## src/rtl/lsu.sv

```systemverilog
// Load/store unit: turns the ALU result into a word-aligned memory access (or passes it
// through), lane-aligns/extends load data and returns one result per instruction to writeback.
// Latency: non-memory op 1 cycle, memory op 2 cycles + grant wait + response wait.
// Backpressure: accepts only in IDLE; a result is held in DONE until wb_ready_i.
// Ports: exu_* in from execute, mem_* request/response port, wb_* out to writeback.
module lsu #(
  parameter int unsigned TIMEOUT_CYCLES = 255
) (
  input  logic        clk,
  input  logic        rst,
  input  logic        exu_valid_i,
  output logic        lsu_ready_o,
  input  logic [3:0]  mem_op_i,
  input  logic [31:0] alu_result_i,
  input  logic [31:0] rdata2_i,
  input  logic [4:0]  rd_i,
  input  logic        wen_i,
  output logic        mem_req_o,
  output logic        mem_we_o,
  output logic [31:0] mem_addr_o,
  output logic [31:0] mem_wdata_o,
  output logic [3:0]  mem_wmask_o,
  input  logic        mem_gnt_i,
  input  logic        mem_rvalid_i,
  input  logic [31:0] mem_rdata_i,
  output logic        wb_valid_o,
  input  logic        wb_ready_i,
  output logic [31:0] wb_data_o,
  output logic [4:0]  wb_rd_o,
  output logic        wb_wen_o,
  output logic        wb_err_o
);

  typedef enum logic [1:0] {IDLE, REQ, WAIT, DONE} state_t;

  localparam logic [3:0] OP_LB = 4'd1, OP_LH = 4'd2, OP_LW = 4'd3, OP_LBU = 4'd4,
                         OP_LHU = 4'd5, OP_SB = 4'd6, OP_SH = 4'd7, OP_SW = 4'd8;
  localparam logic [15:0] TO = 16'(TIMEOUT_CYCLES);

  state_t      state_q, state_d;
  logic [3:0]  op_q, op_d;
  logic [31:0] addr_q, addr_d;
  logic        wen_q, wen_d;
  logic [15:0] cnt_q, cnt_d;

  logic        mem_req_q, mem_req_d, mem_we_q, mem_we_d;
  logic [31:0] mem_addr_q, mem_addr_d, mem_wdata_q, mem_wdata_d;
  logic [3:0]  mem_wmask_q, mem_wmask_d;
  logic        wb_valid_q, wb_valid_d, wb_wen_q, wb_wen_d, wb_err_q, wb_err_d;
  logic [31:0] wb_data_q, wb_data_d;
  logic [4:0]  wb_rd_q, wb_rd_d;

  // Incoming-op decode and store lane formatting, evaluated on the accept cycle.
  logic        in_is_mem, in_is_store, in_misal;
  logic [31:0] st_wdata;
  logic [3:0]  st_mask;

  always_comb begin
    in_is_store = mem_op_i inside {OP_SB, OP_SH, OP_SW};
    in_is_mem   = in_is_store || (mem_op_i inside {OP_LB, OP_LH, OP_LW, OP_LBU, OP_LHU});
    in_misal    = 1'b0;
    st_wdata    = 32'h0;
    st_mask     = 4'h0;
    case (mem_op_i)
      OP_LH, OP_LHU: in_misal = alu_result_i[0];
      OP_LW:         in_misal = |alu_result_i[1:0];
      OP_SB: begin
        st_wdata = {4{rdata2_i[7:0]}};
        st_mask  = 4'b0001 << alu_result_i[1:0];
      end
      OP_SH: begin
        in_misal = alu_result_i[0];
        st_wdata = {2{rdata2_i[15:0]}};
        st_mask  = 4'b0011 << alu_result_i[1:0];
      end
      OP_SW: begin
        in_misal = |alu_result_i[1:0];
        st_wdata = rdata2_i;
        st_mask  = 4'b1111;
      end
      default: ;
    endcase
  end

  // Load lane extraction: shift the addressed byte/half down to bit 0, then extend.
  logic [31:0] ld_shift, ld_data;
  logic        op_is_store;

  always_comb begin
    ld_shift    = mem_rdata_i >> {addr_q[1:0], 3'b000};
    op_is_store = op_q inside {OP_SB, OP_SH, OP_SW};
    case (op_q)
      OP_LB:   ld_data = {{24{ld_shift[7]}}, ld_shift[7:0]};
      OP_LBU:  ld_data = {24'h0, ld_shift[7:0]};
      OP_LH:   ld_data = {{16{ld_shift[15]}}, ld_shift[15:0]};
      OP_LHU:  ld_data = {16'h0, ld_shift[15:0]};
      default: ld_data = mem_rdata_i;
    endcase
  end

  assign lsu_ready_o = (state_q == IDLE) && !rst;

  always_comb begin
    state_d     = state_q;
    op_d        = op_q;
    addr_d      = addr_q;
    wen_d       = wen_q;
    cnt_d       = cnt_q;
    mem_req_d   = mem_req_q;
    mem_we_d    = mem_we_q;
    mem_addr_d  = mem_addr_q;
    mem_wdata_d = mem_wdata_q;
    mem_wmask_d = mem_wmask_q;
    wb_valid_d  = wb_valid_q;
    wb_data_d   = wb_data_q;
    wb_rd_d     = wb_rd_q;
    wb_wen_d    = wb_wen_q;
    wb_err_d    = wb_err_q;
    case (state_q)
      IDLE: begin
        if (exu_valid_i) begin
          op_d    = mem_op_i;
          addr_d  = alu_result_i;
          wen_d   = wen_i;
          wb_rd_d = rd_i;
          if (!in_is_mem) begin
            state_d    = DONE;
            wb_valid_d = 1'b1;
            wb_data_d  = alu_result_i;
            wb_wen_d   = wen_i;
            wb_err_d   = 1'b0;
          end else if (in_misal) begin
            // Fault reported without touching memory; data carries the bad address.
            state_d    = DONE;
            wb_valid_d = 1'b1;
            wb_data_d  = alu_result_i;
            wb_wen_d   = 1'b0;
            wb_err_d   = 1'b1;
          end else begin
            state_d     = REQ;
            cnt_d       = 16'h0;
            mem_req_d   = 1'b1;
            mem_we_d    = in_is_store;
            mem_addr_d  = {alu_result_i[31:2], 2'b00};
            mem_wdata_d = st_wdata;
            mem_wmask_d = st_mask;
          end
        end
      end
      REQ, WAIT: begin
        cnt_d = cnt_q + 16'd1;
        if (cnt_q == TO) begin
          state_d    = DONE;
          mem_req_d  = 1'b0;
          wb_valid_d = 1'b1;
          wb_data_d  = addr_q;
          wb_wen_d   = 1'b0;
          wb_err_d   = 1'b1;
        end else if (state_q == REQ) begin
          if (mem_gnt_i && mem_req_q) begin
            state_d   = WAIT;
            mem_req_d = 1'b0;
          end else if (cnt_q == TO - 16'd1) begin
            // Request withdrawn one cycle ahead of the timeout result, so the
            // request is visible for exactly TIMEOUT_CYCLES cycles.
            mem_req_d = 1'b0;
          end
        end else if (mem_rvalid_i) begin
          state_d    = DONE;
          wb_valid_d = 1'b1;
          wb_data_d  = op_is_store ? 32'h0 : ld_data;
          wb_wen_d   = op_is_store ? 1'b0 : wen_q;
          wb_err_d   = 1'b0;
        end
      end
      DONE: begin
        if (wb_ready_i) begin
          state_d    = IDLE;
          wb_valid_d = 1'b0;
        end
      end
      default: state_d = IDLE;
    endcase
  end

  always_ff @(posedge clk or posedge rst) begin
    if (rst) begin
      state_q     <= IDLE;
      op_q        <= 4'h0;
      addr_q      <= 32'h0;
      wen_q       <= 1'b0;
      cnt_q       <= 16'h0;
      mem_req_q   <= 1'b0;
      mem_we_q    <= 1'b0;
      mem_addr_q  <= 32'h0;
      mem_wdata_q <= 32'h0;
      mem_wmask_q <= 4'h0;
      wb_valid_q  <= 1'b0;
      wb_data_q   <= 32'h0;
      wb_rd_q     <= 5'h0;
      wb_wen_q    <= 1'b0;
      wb_err_q    <= 1'b0;
    end else begin
      state_q     <= state_d;
      op_q        <= op_d;
      addr_q      <= addr_d;
      wen_q       <= wen_d;
      cnt_q       <= cnt_d;
      mem_req_q   <= mem_req_d;
      mem_we_q    <= mem_we_d;
      mem_addr_q  <= mem_addr_d;
      mem_wdata_q <= mem_wdata_d;
      mem_wmask_q <= mem_wmask_d;
      wb_valid_q  <= wb_valid_d;
      wb_data_q   <= wb_data_d;
      wb_rd_q     <= wb_rd_d;
      wb_wen_q    <= wb_wen_d;
      wb_err_q    <= wb_err_d;
    end
  end

  assign mem_req_o   = mem_req_q;
  assign mem_we_o    = mem_we_q;
  assign mem_addr_o  = mem_addr_q;
  assign mem_wdata_o = mem_wdata_q;
  assign mem_wmask_o = mem_wmask_q;
  assign wb_valid_o  = wb_valid_q;
  assign wb_data_o   = wb_data_q;
  assign wb_rd_o     = wb_rd_q;
  assign wb_wen_o    = wb_wen_q;
  assign wb_err_o    = wb_err_q;

endmodule

```

## config.mk

```make
export PLATFORM = sky130hd
export DESIGN_NAME = lsu
export DESIGN_NICKNAME = d
export VERILOG_FILES = /design/src/rtl/lsu.sv
export SDC_FILE = /design/constraint.sdc
export NUM_CORES = 1
export LEC_CHECK = 0
export ABC_CLOCK_PERIOD_IN_PS = 7300
export CAP_MARGIN = 25
export CORE_ASPECT_RATIO = 1.2
export CORE_MARGIN = 2
export CORE_UTILIZATION = 40
export DETAILED_ROUTE_END_ITERATION = 10
export GPL_ROUTABILITY_DRIVEN = 0
export GPL_TIMING_DRIVEN = 0
export HOLD_SLACK_MARGIN = 0.08
export PLACE_DENSITY = 0.68
export SLEW_MARGIN = 15
export SYNTH_ARGS = -nofsm -noshare
export SYNTH_HDL_FRONTEND = slang
export SYNTH_SLANG_ARGS = --single-unit
export TNS_END_PERCENT = 50
```

## constraint.sdc

```tcl
create_clock -name clk -period 7.3 [get_ports clk]
set_input_delay 2.19 -clock clk [delete_from_list [all_inputs] [get_ports clk]]
set_output_delay 2.19 -clock clk [all_outputs]
set_load 0.02 [all_outputs]
```

==> out/results.md, run 1 <==
| Quantity | Value | Unit |
|---|---|---|
| Avg Synthesized Cell Area | 9.302 | um2 |
| Levels on crit path | 3 | - |
| Data arrival, critical path | 3.43 | ns |
| Pre-CTS setup slack | 1.674 | ns |
| Post-route non-filler standard cell count | 1435 | - |
| Final period util | 76.97 | % |
| First-pass GRT wire length | 43300 | um |
| Worst path setup slack after routing | 1.681 | ns |
| Critical Path Max Stage Delay | 0.61 | ns |
| Category of cells accounting for the largest share of critical-path delay | buffers and inverters | - |
| Clock tree from TritonCTS | done | - |
| Unrepaired setup endpoints after global routing | no | - |
| Maximum fanout along the worst path | 2 | - |
| Gate count after technology mapping | 913 | - |
| Outcome | complete, no violations | - |
| FF+latch count, synth | 163 | - |
| Number of top-level pins | 223 | - |
| Worst max-slew margin expressed relative to the limit | 32.63 | % |
| Top Layer Used | met4 | - |
| Post-Route M1 WL | 11280 | um |
| Final setup vio count | 0 | - |
| Number of inserted filler cells in the final layout | 1950 | - |
| Cell leakage power | 4.911 | nW |
| Final non-filler cell area | 11650 | um2 |
| Number of search-and-repair iterations in the first detailed-routing pass | 5 | - |
| Clock transition at path regs | 0.06 | ns |
| Count of final hold-check violations | 0 | - |
| Crit path capture type | output pin | - |
| Most area-consuming cells after synthesis | dfrtp_1 48%, nand2_1 7.8%, mux2_2 7.3%, o21ai_0 4.1%, a21oi_1 3.4% | - |
| Most frequent cell on the critical path | clkdlybuf4s50_1 | - |
| Hold Path Depth | 2 | - |
| Routed wire length per instance | 19.47 | um |
| Count of buffers from port buffering | 217 | - |
| Source-to-sink clock delay at the later pin of the worst-skew pair | 0.44 | ns |
| Post-synth EDFFs | 0 | - |
| Commonest register cell after synthesis | dfrtp_1 | - |
| Starting density of the core | 40.64 | % |
| Layout cells sized above 1 | 9.192 | % |
| Count of cells resized by post-cts repair | 0 | - |
| Detail-routed via count per cell | 5.599 | - |
| Clock tree buffer depth | 2 | - |
| R2r worst-path depth | 9 | - |
| Number of pins with negative max-slew slack in the final report | 0 | - |
| Crit path launch type | primary input | - |
| Total Negative Setup Slacks | 0 | ns |
| Met3 wire length | 2331 | um |
| Crit path time final | 5.619 | ns |
| Wire length after detailed routing | 27940 | um |
| IR Drop Worst-Case VDD | 0.0002559 | V |
| Layout area overhead | 37.21 | % |
| Clock H-tree levels | 4 | - |
| Sequential-to-total area share from yosys stat | 48.03 | % |
| HP Class | reg -> reg | - |
| First-iteration detailed-routing DRC count | 569 | - |
| Post-synth ARST share | 100.0 | % |
| Commonest cells post-synth | 176 x nand2_1, 163 x dfrtp_1, 69 x o21ai_0, 58 x clkbuf_1, 57 x a21oi_1 | - |
| Met2 wire length | 13480 | um |
| All-Layer GR Usage | 25.20 | % |
| Area share of the leading cell type in the synthesized netlist | 48.03 | % |
| Number of sinks driven by the clock tree | 163 | - |
| Cell accounting for the most synthesized area | dfrtp_1 | - |
| Placement row count | 58 | - |
| Area post-placement | 11040 | um2 |
| Die ar. | 22420 | um2 |
| Type of the setup path with the least slack | in -> out | - |
| Endpoint required time on the critical path | 5.11 | ns |
| Cell breakdown of the critical path | clkdlybuf4s50_1 > nor2_1 > clkdlybuf4s50_1 | - |
| Power density relative to cell area | 470.7 | nW/um2 |
| Max-cap violation count | 0 | - |
| Post-cts hold buffer count | 0 | - |
| Slew at the pin closest to its max-slew limit | 1.002 | ns |
| Utilization of the core after routing | 55.76 | % |
| Core region area | 20900 | um2 |
| Hold_ws | 0.4702 | ns |
| Net count, final | 1269 | - |
| Upper clock frequency limit | 0.1780 | GHz |
| Post-synthesis instance area | 8493 | um2 |
| Aggregate global routing overflow | 0 | - |
| DIE WIDTH | 137.0 | um |
| Number of distinct standard cells referenced by the synthesized netlist | 68 | - |
| WP buf/inv | 2 | - |
| Hpwl dp | 20830 | um |
| Die boundary height | 163.6 | um |
| Cell type of the slowest stage on the worst timing path | clkdlybuf4s50_1 | - |
| Total clock buffers created by CTS | 17 | - |
| Count leader, synth | nand2_1 | - |
| Via count of the first global-routing pass | 7852 | - |
| Sum of internal, switching and leakage power | 5.486 | mW |
| # DRC | 0 | - |
| Number of antenna violations at the first check in global routing | 1 | - |
| Inst Count DP | 1402 | - |
| Post-detailed-route count of antenna-violating nets | 0 | - |
| Pin count of the biggest net entering global routing | 110 | - |
| Root Driver | clkbuf_16 | - |
| Warning count from the yosys run | 0 | - |
| Fin Clk Skew | 0.01314 | ns |
| Number of buffers inserted by post-CTS setup repair | 0 | - |
| DR vias | 8034 | - |
==> registers in the layout (all words and copies together) (netlist names) <==
register and count:
wb_valid_o 1, mem_wdata_o 32, addr_q 32, op_q 4, mem_wmask_o 4, mem_addr_o 30
wb_rd_o 5, wb_err_o 1, cnt_q 16, mem_req_o 1, wb_wen_o 1, wen_q 1
state_q 2, wb_data_o 32, mem_we_o 1
==> report_power, final <==
group	switching [mW]	total, mW	leakage (nW)	internal (mW)
Clock	0.425	0.946	0.300	0.522
Combinational	1.71	2.99	2.59	1.28
Sequential	0.231	1.55	2.02	1.32
==> cell type report <==
cell class	count	area [um2]	share of cell area, %
flip-flops and latches	163	4079	35.00
repair buffers	218	2200	18.87
well taps	270	337.8	2.899
clock inverters	15	183.9	1.578
clock buffers	17	425.4	3.650
inverters	18	75.07	0.6442
plain buffers	70	307.8	2.641
diodes	1	2.502	0.02147
multi-input cells	663	4043	34.69
==> worst min-delay path, stage by stage (launching register included) <==
cell and delay (ns):
dfrtp_1 0.34, nand2_1 0.05, nand2_1 0.05
==> cell usage in the layout, fill, tap and decap left out, drive strengths merged, types with 5 or more instances in the layout <==
cell / n
a21boi: 7
a31oi: 22
a41oi: 8
nor2b: 10
inv: 27
nand3: 22
nand2: 176
a2bb2oi: 16
and3: 17
mux2i: 11
a221oi: 8
or3: 9
o21ai: 72
ha: 6
o221ai: 8
mux2: 66
o22ai: 14
buf: 13
nand4: 5
dfrtp: 163
a21oi: 57
clkbuf: 75
nor2: 53
and2: 6
clkdlybuf4s50: 217
==> worst paths after layout <==
| path | slack, ns | start | endpoint |
|---|---|---|---|
| min in group asynchronous | 2.19 | rst | wb_rd_o[4] |
| worst min register to register | 0.47 | mem_addr_o[29] | mem_addr_o[29] |
| worst min-delay path | 0.47 | mem_addr_o[29] | mem_addr_o[29] |
| max in group asynchronous | 4.17 | rst | op_q[0] |
| worst max register to register | 3.96 | state_q[0] | mem_addr_o[18] |
| worst max-delay path | 1.68 | rst | lsu_ready_o |
==> per-layer routing <==
layer	vias up	GRT usage [%]
met5	-	0
met4	0	9.513
met3	53	6.797
met2	328	41.52
met1	3906	31.46
li1	3747	-
==> cell families after synthesis <==
kind of cell,Yosys count,share of synthesized area (%)
other,1,0.04415
buffers and inverters,88,4.419
adders and majority gates,6,0.8839
and+or+nand+nor,323,17.25
muxes,77,10.05
xor gates and xnor gates,1,0.1031
AOI/OAI and AO/OA,254,19.23
DFF,163,48.03
(Power assumes the default switching activity.)
==> run 2, diff against run 1 <==
--- a/config.mk
+++ b/config.mk
@@ -5,7 +5,7 @@
 export SDC_FILE = /design/constraint.sdc
 export NUM_CORES = 1
 export LEC_CHECK = 0
-export ABC_CLOCK_PERIOD_IN_PS = 7300
+export ABC_CLOCK_PERIOD_IN_PS = 5700
 export CAP_MARGIN = 25
 export CORE_ASPECT_RATIO = 1.2
 export CORE_MARGIN = 2
==> constraint.sdc (replaced) <==
create_clock -name clk -period 5.7 [get_ports clk]
set_input_delay 1.71 -clock clk [delete_from_list [all_inputs] [get_ports clk]]
set_output_delay 1.71 -clock clk [all_outputs]
set_load 0.02 [all_outputs]
==> run 2 against run 1 <==
  * Combinational power grew 29%
  * Setup slack lost 0.57 ns
  * Register-to-register slack lost 1.6 ns
  * Global-route usage grew 0.33 points
  * Die area is the same
  * Sequential power grew 28%
  * Via count grew 0.11%
  * Critical path depth is the same
  * Total power grew 27%
  * Non-clock buffer count grew 4
==> out/results.md, run 2 (synthesis gave the netlist of run 1 again) <==
| Quantity | Value | Unit | Delta |
|---|---|---|---|
| Clock tree from TritonCTS | done | - |  |
| Last element of the critical path | lsu_ready_o | - |  |
| Data arrival, critical path | 2.88 | ns | -0.55 ns |
| Category of cells accounting for the largest share of critical-path delay | buffers and inverters | - |  |
| Fin Clk Skew | 0.01413 | ns | +0.0009913 ns |
| Total inserted antenna cells | 0 | - | -1 |
| Crit path launch type | primary input | - |  |
| Via count of the first global-routing pass | 7922 | - | +0.89% |
| Count of buffers from port buffering | 217 | - | unchanged |
| IR Drop Worst-Case VDD | 0.0002772 | V | +8.3% |
| Critical Path Max Stage Delay | 0.61 | ns | about the same |
| Unrepaired setup endpoints after global routing | no | - |  |
| First-iteration detailed-routing DRC count | 537 | - | -5.6% |
| Startpoint of the worst setup timing path | rst | - |  |
| Net count, final | 1273 | - | +0.32% |
| Number of sinks driven by the clock tree | 163 | - | unchanged |
| Layout cells sized above 1 | 9.332 | % | +0.14 points |
| Hold_ws | 0.4711 | ns | +0.0008950 ns |
| DIE WIDTH | 137.0 | um | unchanged |
| Die ar. | 22420 | um2 | unchanged |
| Detail-routed via count per cell | 5.593 | - | about the same |
| Count of final hold-check violations | 0 | - | unchanged |
| Crit path capture type | output pin | - |  |
| Power density relative to cell area | 596.0 | nW/um2 | +27% |
| Worst reg2reg path startpoint | state_q[1] | - |  |
| Total Negative Setup Slacks | 0 | ns | unchanged |
| # DRC | 0 | - | unchanged |
| Upper clock frequency limit | 0.2178 | GHz |  |
| Maximum fanout along the worst path | 2 | - | unchanged |
| Number of top-level pins | 223 | - | unchanged |
| Aggregate global routing overflow | 0 | - | unchanged |
| Levels on crit path | 3 | - | unchanged |
| Cell breakdown of the critical path | clkdlybuf4s50_1 > nor2_1 > clkdlybuf4s50_1 | - |  |
| Root Driver | clkbuf_16 | - |  |
| Cell leakage power | 4.915 | nW | about the same |
| Post-detailed-route count of antenna-violating nets | 0 | - | unchanged |
| Register-to-register path setup slack | 2.37 | ns | -1.59 ns |
| Met3 wire length | 2174 | um | -6.7% |
| Cell type of the slowest stage on the worst timing path | clkdlybuf4s50_1 | - |  |
| Clock transition at path regs | 0.07 | ns | about the same |
| Sum of internal, switching and leakage power | 6.964 | mW | +27% |
| Most used cells in the layout excluding fill and tap cells | 217 x clkdlybuf4s50_1, 176 x nand2_1, 163 x dfrtp_1, 69 x o21ai_0, 60 x clkbuf_1 | - |  |
| Number of antenna violations at the first check in global routing | 0 | - | -1 |
| Clock H-tree levels | 4 | - | unchanged |
| Number of buffers inserted by post-CTS setup repair | 0 | - | unchanged |
| HP Class | reg -> reg | - |  |
| Final period util | 80.57 | % |  |
| Outcome | complete, no violations | - |  |
| First-pass GRT wire length | 43910 | um | +1.4% |
| Pin count of the biggest net entering global routing | 36 | - | -67% |
| Die boundary height | 163.6 | um | unchanged |
| Endpoint of the lowest-slack register-to-register path | mem_addr_o[13] | - |  |
| Final setup vio count | 0 | - | unchanged |
| Layout area overhead | 37.58 | % |  |
| Endpoint required time on the critical path | 3.99 | ns | -1.12 ns |
| R2r worst-path depth | 9 | - | unchanged |
| Max-cap violation count | 0 | - | unchanged |
| Most frequent standard cell in the layout excluding fill and tap cells | clkdlybuf4s50_1 | - |  |
| Hpwl dp | 21190 | um | +1.7% |
| Number of pins with negative max-slew slack in the final report | 0 | - | unchanged |
| Clock tree buffer depth | 2 | - | unchanged |
| WP buf/inv | 2 | - | unchanged |
| Top Layer Used | met4 | - |  |
| Worst max-slew margin expressed relative to the limit | 35.28 | % | +2.6 points |
| Placement row count | 58 | - | unchanged |
| Type of the setup path with the least slack | in -> out | - |  |
| Wire length after detailed routing | 28230 | um | +1.0% |
| Post-Route M1 WL | 11700 | um | +3.8% |
| All-Layer GR Usage | 25.53 | % | +0.33 points |
| Count of cells resized by post-cts repair | 0 | - | unchanged |
| Slew at the pin closest to its max-slew limit | 0.9558 | ns | -0.04651 ns |
| Starting density of the core | 40.64 | % | unchanged |
| Met2 wire length | 13720 | um | +1.8% |
| Core region area | 20900 | um2 | unchanged |
| Routed wire length per instance | 19.63 | um | +0.83% |
| DR vias | 8043 | - | +0.11% |
| Total clock buffers created by CTS | 17 | - | unchanged |
| Number of search-and-repair iterations in the first detailed-routing pass | 7 | - | +2 |
| Crit path time final | 4.592 | ns |  |
| Source-to-sink clock delay at the later pin of the worst-skew pair | 0.44 | ns | about the same |
| Most frequent cell on the critical path | clkdlybuf4s50_1 | - |  |
| Post-cts hold buffer count | 0 | - | unchanged |
## run 2: where the power goes
group          total, mW  internal (mW)  switching [mW]
Sequential          1.98           1.69           0.295
Clock               1.13          0.621           0.505
Combinational       3.86           1.65            2.21
Total               6.96           3.96            3.01
## run 2: stage by stage
stage	cells	area [um2]	utilization (%)	setup slack, ns
after floorplan	914	8501	-	1.919
after global placement	1401	11010	52.68	0.4032
after detailed placement	1406	11120	53.20	0.7469
after CTS	1438	11690	55.91	1.100
after global routing	1438	11690	55.91	0.9314
final	1438	11690	55.91	1.108
## run 2: layout make-up
type / instances / area (um2)
buffer: 70 / 307.8
clock inverter: 12 / 120.1
fill: 1925 / 9215
timing repair buffer: 222 / 2280
clock buffer: 20 / 446.7
sequential: 163 / 4079
multi-input combinational: 663 / 4043
inverter: 18 / 71.32
tap: 270 / 337.8
## run 2: worst reg2reg max path: stages (launching register included)
cell and delay (ns):
dfrtp_1 0.41, inv_1 0.11, ha_1 0.17, clkbuf_1 0.37, nand2_1 0.38, a31oi_1 0.56
clkbuf_1 0.55, buf_1 0.51, nand2_1 0.12, nand2_1 0.09
## run 2: layer usage
layer  track usage, %  vias to the layer above
met5                0                        -
met4            8.763                        0
met3            7.014                       45
met2            42.18                      321
met1            32.07                     3923
li1                 -                     3754
## run 2: worst min-delay path by stage
stage	start	end	slack, ns	cells after the start
global route	mem_addr_o[6]	mem_addr_o[6]	0.49	2
floorplan	addr_q[2]	addr_q[2]	0.47	1
finish	mem_wdata_o[6]	mem_wdata_o[6]	0.47	2
global placement	mem_wdata_o[2]	mem_wdata_o[2]	0.45	2
detailed placement	mem_wdata_o[6]	mem_wdata_o[6]	0.46	2
CTS	mem_wdata_o[6]	mem_wdata_o[6]	0.48	2
==> run 3, diff against run 2 <==
--- a/config.mk
+++ b/config.mk
@@ -5,7 +5,7 @@
 export SDC_FILE = /design/constraint.sdc
 export NUM_CORES = 1
 export LEC_CHECK = 0
-export ABC_CLOCK_PERIOD_IN_PS = 5700
+export ABC_CLOCK_PERIOD_IN_PS = 4110
 export CAP_MARGIN = 25
 export CORE_ASPECT_RATIO = 1.2
 export CORE_MARGIN = 2
@@ -14,7 +14,7 @@
 export GPL_ROUTABILITY_DRIVEN = 0
 export GPL_TIMING_DRIVEN = 0
 export HOLD_SLACK_MARGIN = 0.08
-export PLACE_DENSITY = 0.68
+export PLACE_DENSITY = 0.7
 export SLEW_MARGIN = 15
 export SYNTH_ARGS = -nofsm -noshare
 export SYNTH_HDL_FRONTEND = slang
==> constraint.sdc (replaced) <==
create_clock -name clk -period 4.11 [get_ports clk]
set_input_delay 1.233 -clock clk [delete_from_list [all_inputs] [get_ports clk]]
set_output_delay 1.233 -clock clk [all_outputs]
set_load 0.02 [all_outputs]
==> run 3 against run 2 <==
  * Combinational power rose by 38%
  * Final area rose by 0.29%
  * Wire length fell by 0.33%
  * Sequential power rose by 39%
  * Sequential cell count did not move
  * Die area did not move
  * Critical path depth rose by 5
  * Worst hold slack improved by 0.0023 ns
  * Clock power rose by 45%
  * Final cell count did not move
  * Setup slack got worse by 0.88 ns
  * Largest cell class unchanged
  * Largest power group unchanged
  * Highest routed layer unchanged
==> out/results.md, run 3 (synthesis gave the netlist of run 1 again) <==
| Quantity | Value | Unit | Delta |
|---|---|---|---|
| Clock share of power | 16.9 | % | +0.7 points |
| # DRC | 0 | - | unchanged |
| Max-cap violation count | 0 | - | unchanged |
| Upper clock frequency limit | 0.2575 | GHz |  |
| Final period util | 94.49 | % |  |
| Clock transition at path regs | 0.07 | ns | about the same |
| Cell type of the slowest stage on the worst timing path | nor4b_4 | - |  |
| Number of antenna violations at the first check in global routing | 0 | - | unchanged |
| Layout area overhead | 37.98 | % |  |
| Register-to-register path setup slack | 0.87 | ns | -1.50 ns |
| Net count, final | 1273 | - | unchanged |
| First-pass GRT wire length | 43750 | um | -0.38% |
| Slew at the pin closest to its max-slew limit | 1.028 | ns | +0.07192 ns |
| Outcome | complete, no violations | - |  |
| Count of final hold-check violations | 0 | - | unchanged |
| Cell-internal power | 5.539 | mW | +40% |
| Most frequent cell on the critical path | nand2_1 | - |  |
| Unrepaired setup endpoints after global routing | no | - |  |
| WP buf/inv | 3 | - | +1 |
| Data arrival, critical path | 4.25 | ns | +1.37 ns |
| Number of pins with negative max-slew slack in the final report | 0 | - | unchanged |
| Proportion of power drawn by combinational gates | 54.8 | % | -0.6 points |
| Area of the multi-input gates | 4043 | um2 | unchanged |
| Clock tree buffer depth | 2 | - | unchanged |
| Aggregate global routing overflow | 0 | - | unchanged |
| Count of buffers from port buffering | 217 | - | unchanged |
| Number of search-and-repair iterations in the first detailed-routing pass | 6 | - | -1 |
| Endpoint required time on the critical path | 4.48 | ns | +0.49 ns |
| Crit path time final | 3.884 | ns |  |
| Post-detailed-route count of antenna-violating nets | 0 | - | unchanged |
| Power density relative to cell area | 830.4 | nW/um2 | +39% |
| FF+latch area | 4079 | um2 | unchanged |
| Worst max-slew margin expressed relative to the limit | 30.92 | % | -4.4 points |
| Total net switching power | 4.192 | mW | +39% |
| Cell leakage power | 4.941 | nW | +0.53% |
| Number of sinks driven by the clock tree | 163 | - | unchanged |
| Final setup vio count | 0 | - | unchanged |
| Category of cells accounting for the largest share of critical-path delay | buffers and inverters | - |  |
| Total inserted antenna cells | 0 | - | unchanged |
| DR vias | 8079 | - | +0.45% |
| Core region area | 20900 | um2 | unchanged |
| Number of inserted filler cells in the final layout | 1912 | - | -0.68% |
| Number of top-level pins | 223 | - | unchanged |
| Layout cells sized above 1 | 9.589 | % | +0.26 points |
| Wire length after detailed routing | 28140 | um | -0.33% |
| DIE WIDTH | 137.0 | um | unchanged |
| Maximum fanout along the worst path | 10 | - | +8 |
| Placement row count | 58 | - | unchanged |
| Most frequent standard cell in the layout excluding fill and tap cells | clkdlybuf4s50_1 | - |  |
| First-iteration detailed-routing DRC count | 517 | - | -3.7% |
| Starting density of the core | 40.64 | % | unchanged |
| Crit path launch type | primary input | - |  |
| Sum of internal, switching and leakage power | 9.731 | mW | +40% |
| Total clock buffers created by CTS | 17 | - | unchanged |
| Most used cells in the layout excluding fill and tap cells | 217 x clkdlybuf4s50_1, 176 x nand2_1, 163 x dfrtp_1, 69 x o21ai_0 | - |  |
| Routed wire length per instance | 19.57 | um | -0.33% |
| All-Layer GR Usage | 25.45 | % | -0.076 points |
| Fin Clk Skew | 0.01385 | ns | -0.0002862 ns |
| Cell breakdown of the critical path | clkdlybuf4s50_1 > nor4b_4 > o21ai_1 > a31oi_1 > clkbuf_2 > buf_1 > nand2_1 > nand2_1 | - |  |
| Die ar. | 22420 | um2 | unchanged |
| Utilization of the core after routing | 56.07 | % | +0.16 points |
| Hpwl dp | 21190 | um | about the same |
| Via count of the first global-routing pass | 8048 | - | +1.6% |
| Type of the setup path with the least slack | in -> reg | - |  |
| Source-to-sink clock delay at the later pin of the worst-skew pair | 0.44 | ns | about the same |
| Clock H-tree levels | 4 | - | unchanged |
| HP Class | reg -> reg | - |  |
| Pin count of the biggest net entering global routing | 34 | - | -5.6% |
| Die boundary height | 163.6 | um | unchanged |
| Switching share of total power | 43.08 | % | -0.12 points |
| Crit path capture type | flop | - |  |
| IR Drop Worst-Case VDD | 0.0004464 | V | +61% |
| Root Driver | clkbuf_16 | - |  |
| Part of the total power dissipated in sequential elements | 28.3 | % | -0.2 points |
| Clock tree from TritonCTS | done | - |  |
| Detail-routed via count per cell | 5.618 | - | +0.45% |
| Total Negative Setup Slacks | 0 | ns | unchanged |
| Critical Path Max Stage Delay | 0.63 | ns | +0.02 ns |
-- run 3: final timing paths --
path / from / end / cells past startpoint
worst max-delay path: mem_op_i[1] / mem_addr_o[21] / 8
worst min-delay path: mem_addr_o[26] / mem_addr_o[26] / 2
worst max register to register: state_q[0] / wb_data_o[16] / 11
worst min register to register: mem_addr_o[26] / mem_addr_o[26] / 2
max in group asynchronous: rst / wb_data_o[15] / 5
min in group asynchronous: rst / mem_wdata_o[26] / 2
-- run 3: power groups by stage --
stage / sequential [mW] / combinational (mW) / clock, mW
2_1_floorplan: 3.29 / 2.65 / 0
3_3_place_gp: 2.74 / 5.22 / 0
3_5_place_dp: 2.77 / 5.29 / 0
4_1_cts: 2.75 / 5.32 / 1.66
5_1_grt: 2.84 / 5.77 / 1.73
6_report: 2.75 / 5.34 / 1.64
-- run 3: timing repair --
item,4_1_cts,5_1_grt
endpoints found under the setup margin,0,20
hold buffers,0,0
setup buffers,0,0
gates resized for setup,0,2
-- run 3: per-stage QoR --
step                      area (um2)  cells  setup slack, ns  hold slack, ns
final                          11720   1438           0.2264          0.4734
after global routing           11720   1438          0.03230          0.4986
after CTS                      11720   1438         0.003985          0.4738
after detailed placement       11120   1406          -0.4516          0.4581
after global placement         11010   1401          -0.7117          0.4511
after floorplan                 8501    914           0.8062          0.4706
-- run 3: cell type report --
class,count,share of cell area [%]
flip-flops and latches,163,34.81
multi-input cells,663,34.50
repair buffers,222,19.45
clock buffers,17,3.630
well taps,270,2.883
plain buffers,70,2.637
clock inverters,15,1.484
inverters,18,0.6086
-- run 3: metal layers --
layer	up-vias	wire [um]	track usage, %
met3	49	2322	5.804
met5	-	0	0
met2	385	13810	42.85
met1	3891	11220	31.71
met4	0	790	9.466
li1	3754	-	-
-- run 3: worst reg2reg max path: cells and delay by family (launching register included) --
family                   cells  cell delay [ns]
AO/OA/AOI/OAI                1             0.39
buffers and inverters        6             1.09
flip-flops                   1             0.42
adder cells (fa/ha/maj)      1             0.28
multiplexers                 1             0.34
AND/OR/NAND/NOR              2             0.63
